<file path="src/rtl/distinct_value_tracker_pkg.sv">
// distinct_value_tracker_pkg: shared types and helpers for the distinct value tracker.
// Optional feature macro: DVT_LRU_EN (least-recently-used replacement instead of FIFO).
package distinct_value_tracker_pkg;

    localparam int NUM_SLOTS = 4;

    typedef logic [1:0] slot_idx_t;
    typedef logic [1:0] age_t;

    // Index of the lowest set bit; returns 0 when no bit is set.
    function automatic slot_idx_t lowest_set(input logic [NUM_SLOTS-1:0] vec);
        slot_idx_t idx;
        idx = '0;
        for (int i = NUM_SLOTS - 1; i >= 0; i--) begin
            if (vec[i]) begin
                idx = slot_idx_t'(i);
            end
        end
        return idx;
    endfunction

endpackage

</file>
<file path="src/rtl/dvt_repl_ctrl.sv">
// dvt_repl_ctrl: picks the slot to write on a miss, either the lowest free slot
// or a victim. Victim selection is a round-robin pointer by default, or
// least-recently-accessed slot (2-bit ages, 0 = newest) when DVT_LRU_EN is defined.
module dvt_repl_ctrl
    import distinct_value_tracker_pkg::*;
(
    input  logic                 clk_in,
    input  logic                 reset_in,
    input  logic [NUM_SLOTS-1:0] slot_valid,
    input  logic                 hit_en,
    input  slot_idx_t            hit_idx,
    input  logic                 miss_en,
    output slot_idx_t            write_idx
);

    logic      free_avail;
    slot_idx_t free_idx;
    slot_idx_t victim_idx;

    // Lowest invalid slot wins; eviction only happens once every slot is valid.
    always_comb begin
        free_avail = ~(&slot_valid);
        free_idx   = lowest_set(~slot_valid);
        write_idx  = free_avail ? free_idx : victim_idx;
    end

`ifdef DVT_LRU_EN

    age_t      ages     [NUM_SLOTS];
    age_t      ages_next[NUM_SLOTS];
    slot_idx_t access_idx;
    age_t      access_age;

    // Touched slot becomes newest; only slots newer than it age by one, so ages stay a permutation.
    always_comb begin
        access_idx = hit_en ? hit_idx : write_idx;
        access_age = ages[access_idx];
        for (int j = 0; j < NUM_SLOTS; j++) begin
            ages_next[j] = ages[j];
            if (slot_idx_t'(j) == access_idx) begin
                ages_next[j] = '0;
            end else if (ages[j] < access_age) begin
                ages_next[j] = ages[j] + age_t'(1);
            end
        end
    end

    // Victim is the oldest slot, the one whose age is 3.
    always_comb begin
        victim_idx = '0;
        for (int j = 0; j < NUM_SLOTS; j++) begin
            if (ages[j] == age_t'(NUM_SLOTS - 1)) begin
                victim_idx = slot_idx_t'(j);
            end
        end
    end

    // Age registers restart at 0,1,2,3 and move on every hit or insert.
    always_ff @(posedge clk_in) begin
        if (reset_in) begin
            for (int j = 0; j < NUM_SLOTS; j++) begin
                ages[j] <= age_t'(j);
            end
        end else if (hit_en || miss_en) begin
            for (int j = 0; j < NUM_SLOTS; j++) begin
                ages[j] <= ages_next[j];
            end
        end
    end

`else

    slot_idx_t fifo_ptr;
    logic      unused_hit;

    assign unused_hit = hit_en ^ (^hit_idx);
    assign victim_idx = fifo_ptr;

    // Round-robin pointer advances only on an eviction; the 2-bit add wraps 3 to 0.
    always_ff @(posedge clk_in) begin
        if (reset_in) begin
            fifo_ptr <= '0;
        end else if (miss_en && !free_avail) begin
            fifo_ptr <= fifo_ptr + slot_idx_t'(1);
        end
    end

`endif

endmodule

</file>
<file path="src/rtl/distinct_value_tracker.sv">
// distinct_value_tracker: keeps up to four distinct non-zero byte codes seen on
// data_in, one per registered slot. Repeats are absorbed, a new code with all
// slots full evicts one entry. Replacement policy is FIFO unless DVT_LRU_EN is defined.
module distinct_value_tracker
    import distinct_value_tracker_pkg::*;
#(
    parameter int DATA_W = 8
) (
    input  logic              clk_in,
    input  logic              reset_in,
    input  logic [DATA_W-1:0] data_in,
    output logic [DATA_W-1:0] out_0,
    output logic [DATA_W-1:0] out_1,
    output logic [DATA_W-1:0] out_2,
    output logic [DATA_W-1:0] out_3,
    output logic              out_valid_0,
    output logic              out_valid_1,
    output logic              out_valid_2,
    output logic              out_valid_3
);

    logic [DATA_W-1:0]    slot_val [NUM_SLOTS];
    logic [NUM_SLOTS-1:0] slot_vld;
    logic [NUM_SLOTS-1:0] match;
    logic                 hit_en;
    logic                 miss_en;
    slot_idx_t            hit_idx;
    slot_idx_t            write_idx;

    // Compare the sample against registered slots only; stored codes are distinct so at most one matches.
    always_comb begin
        match = '0;
        for (int k = 0; k < NUM_SLOTS; k++) begin
            match[k] = slot_vld[k] && (slot_val[k] == data_in);
        end
        hit_en  = (data_in != '0) && (|match);
        miss_en = (data_in != '0) && !(|match);
        hit_idx = lowest_set(match);
    end

    dvt_repl_ctrl u_repl_ctrl (
        .clk_in     (clk_in),
        .reset_in   (reset_in),
        .slot_valid (slot_vld),
        .hit_en     (hit_en),
        .hit_idx    (hit_idx),
        .miss_en    (miss_en),
        .write_idx  (write_idx)
    );

    // A miss writes the chosen slot; values stay 0 until their slot is first written.
    always_ff @(posedge clk_in) begin
        if (reset_in) begin
            for (int k = 0; k < NUM_SLOTS; k++) begin
                slot_val[k] <= '0;
            end
            slot_vld <= '0;
        end else if (miss_en) begin
            slot_val[write_idx] <= data_in;
            slot_vld[write_idx] <= 1'b1;
        end
    end

    assign out_0       = slot_val[0];
    assign out_1       = slot_val[1];
    assign out_2       = slot_val[2];
    assign out_3       = slot_val[3];
    assign out_valid_0 = slot_vld[0];
    assign out_valid_1 = slot_vld[1];
    assign out_valid_2 = slot_vld[2];
    assign out_valid_3 = slot_vld[3];

endmodule

</file>
<file path="config.mk">
export PLATFORM = sky130hd
export DESIGN_NAME = distinct_value_tracker
export DESIGN_NICKNAME = d
export VERILOG_FILES = /design/src/rtl/distinct_value_tracker_pkg.sv /design/src/rtl/dvt_repl_ctrl.sv /design/src/rtl/distinct_value_tracker.sv
export SDC_FILE = /design/constraint.sdc
export NUM_CORES = 1
export LEC_CHECK = 0
export CORE_MARGIN = 2
export CORE_UTILIZATION = 30
export CTS_BUF_LIST = sky130_fd_sc_hd__clkbuf_2
export CTS_CLUSTER_SIZE = 25
export DETAILED_ROUTE_END_ITERATION = 8
export GPL_TIMING_DRIVEN = 0
export PLACE_DENSITY = 0.67
export SLEW_MARGIN = 20
export SYNTH_ARGS = -nofsm -noshare
export SYNTH_HDL_FRONTEND = slang
export SYNTH_SLANG_ARGS = --single-unit
</file>
<file path="constraint.sdc">
create_clock -name clk_in -period 2.54 [get_ports clk_in]
set_input_delay 0.254 -clock clk_in [delete_from_list [all_inputs] [get_ports clk_in]]
set_output_delay 0.254 -clock clk_in [all_outputs]
set_load 0.005 [all_outputs]
</file>
==> metrics.txt <==
worst setup margin 0.145 ns; Clock Sinks 38; unrepaired setup endpoints after global routing false; PD cells 542 mW/mm2; total wire length around 4700 um; post-DR vias/cell 4.97; Synth warnings 0; Clock transition at path regs 0.17 ns; VDD IR max around 180 uV; # fillers approximately 580; CTS tree built; initial antenna violation count 0; max_cap viols 0; Hold Fails Final Rpt 0; post-layout min period 2.40 ns; drt initial violations about 110; die height ~83 um; FF+latch area 0.00108 mm2; met2 routed WL ~2300 um; port bufs 37; cells after synthesis 170; Initial Util 31.3%; largest fanout on the critical path 9; n_diodes 0; final setup vio count 0; Crit path arrival time 2.48 ns; GRT overflow 0; Hold Path Stages 3; first-pass GRT wire length roughly 7400 um; Synth cell types 24; clk_lat worst skew around 0.39 ns; All-Layer GR Usage 14.0%; CP Class reg2reg; outcome completed; Inst Count DP 282; post-place setup slack -0.468 ns; post-synthesis sequential area ratio between 50% and 60%; area of the multi-input gates 724 um2; Initial DRT Pass Iterations 4; met1 wire length between 2000 and 2500 um; post-layout net count ~230; Syn Nets 180; mapped cell area roughly 0.0019 mm2; core area ~0.006 mm2; Placement Cell Area around 0.0023 mm2; DPL Wire Length roughly 3500 um; syn_area_per_cell around 11 um2; CTS Buf Count 5; Routed WL per cell 16.3 um; layout overhead on the synthesized area 29.5%; fin crit share roughly 94%; die area between 0.006 and 0.007 mm2; metal3 WL between 300 and 400 um; htree depth 2; share of cells above drive strength 1 approximately 13%; final instance area about 0.0024 mm2; Reg2Reg Setup Slack ~0.14 ns; Max-slew headroom between 30% and 40%; Tightest Hold Check Type in2reg; Cell Count, Final, Fillers Out 291; Worst Skew about 0.011 ns; Top Layer Used met4; vias in the first global route about 1500; Final Util 40.6%; Root Buffer clkbuf_2; Die X-Extent ~83 um; Setup crit end kind register; Reg2Reg Depth 8; WP data required about 2.6 ns; Tightest Pin Transition approximately 0.9 ns; Worst Setup Start Kind register; IO Count 46; Final Max Tran Viols 0; site row count 28; final setup TNS 0 ns; Vias around 1400; largest net degree at the start of global routing 12; fmax 418 MHz; Synth Register Bits 38; DRC Markers 0; CTS hold repair buffers 0; gpl congestion between 0.7 and 0.8; maximum root-to-sink buffer count 2; leak pwr about 0.85 nW; remaining antenna violation count 0
## area by class of cell
| type | instances | share of cell area, % |
|---|---|---|
| sequential | 38 | 44.4 |
| inverter | 5 | 0.772 |
| clock buffer | 5 | 1.03 |
| multi-input combinational | 113 | 29.8 |
| buffer | 14 | 3.86 |
| clock inverter | 2 | 0.412 |
| tap | 75 | 3.86 |
| timing repair buffer | 39 | 15.8 |
## Yosys cell counts
library cell	count	area share (%)
o41ai_1	1	0.47
buf_6	1	0.60
buf_4	8	3.2
nand4_1	5	1.7
xnor2_1	29	14
a21oi_2	1	0.47
a21oi_1	5	1.3
buf_2	3	0.80
o21ai_0	4	1.1
nand2_1	15	3.0
nand2b_1	1	0.33
o31ai_1	2	0.80
nand3_1	4	1.1
or4_1	2	0.80
inv_1	5	1.0
o311ai_0	1	0.47
xor2_1	3	1.4
edfxtp_1	32	51
or3_1	3	1.0
dfxtp_1	6	6.4
nor2_1	16	3.2
nor3_1	17	4.5
nor4_1	4	1.3
clkbuf_1	2	0.40
## flip-flops by register name, summed over array words and instances (netlist names)
signal	cells
slot_val	32
slot_vld	4
u_repl_ctrl.fifo_ptr	2
## worst paths after layout
check,start,endpoint
max,slot_val[3][0]$_DFFE_PP_,slot_val[0][0]$_SDFFCE_PN0P_
min,data_in[7],slot_val[3][7]$_DFFE_PP_
max reg2reg,slot_val[3][0]$_DFFE_PP_,slot_val[0][0]$_SDFFCE_PN0P_
min reg2reg,u_repl_ctrl.fifo_ptr[1]$_SDFFE_PP0P_,u_repl_ctrl.fifo_ptr[1]$_SDFFE_PP0P_
## placed cells by master (no fill, tap or decap), types with 3 or more instances in the layout
cell type and n:
buf_2 3, dfxtp_1 6, edfxtp_1 32, or3_1 3
nand3_1 4, xor2_1 3, a21oi_1 5, xnor2_1 29
nand2_1 13, clkbuf_2 5, nor2_1 16, buf_4 10
nand4_1 5, inv_1 5, clkdlybuf4s50_1 37, nor4_1 4
nor3_1 17
## logic make-up after synthesis
kind of cell	Yosys count	synth area share, %
AOI/OAI and AO/OA	14	4.60
xor gates and xnor gates	32	14.9
buffers and inverters	19	6.00
DFF	38	57.6
and+or+nand+nor	67	16.9
## where the power goes
group          switching [mW]  internal, mW
Combinational           0.136         0.156
Sequential             0.0407         0.735
Clock                   0.190        0.0596
## critical path, stage by stage, from the launching register on
cell and delay [ns]:
edfxtp_1 0.45, xnor2_1 0.14, nand4_1 0.11, o41ai_2 0.08
or4_1 0.51, buf_2 0.17, nand2b_1 0.14, buf_2 0.21
o21ai_4 0.28
## per-stage QoR
step / power, mW / hold slack [ns]
finish: 1.32 / 0.363
global route: 1.38 / 0.351
CTS: 1.31 / 0.355
detailed placement: 1.07 / 0.496
global placement: 1.07 / 0.466
floorplan: 0.927 / 0.316
## routing by layer
layer	track usage, %	vias to the layer above
li1	-	684
met1	17.0	702
met2	23.2	53
met3	4.67	6
met4	4.47	0
met5	0	-
## repair_timing
item	in CTS	in global routing
gates resized for setup	5	5
setup buffers	0	2
pin swaps	0	0
endpoints found under the setup margin	24	38
Power figures use the tool's default switching activity.
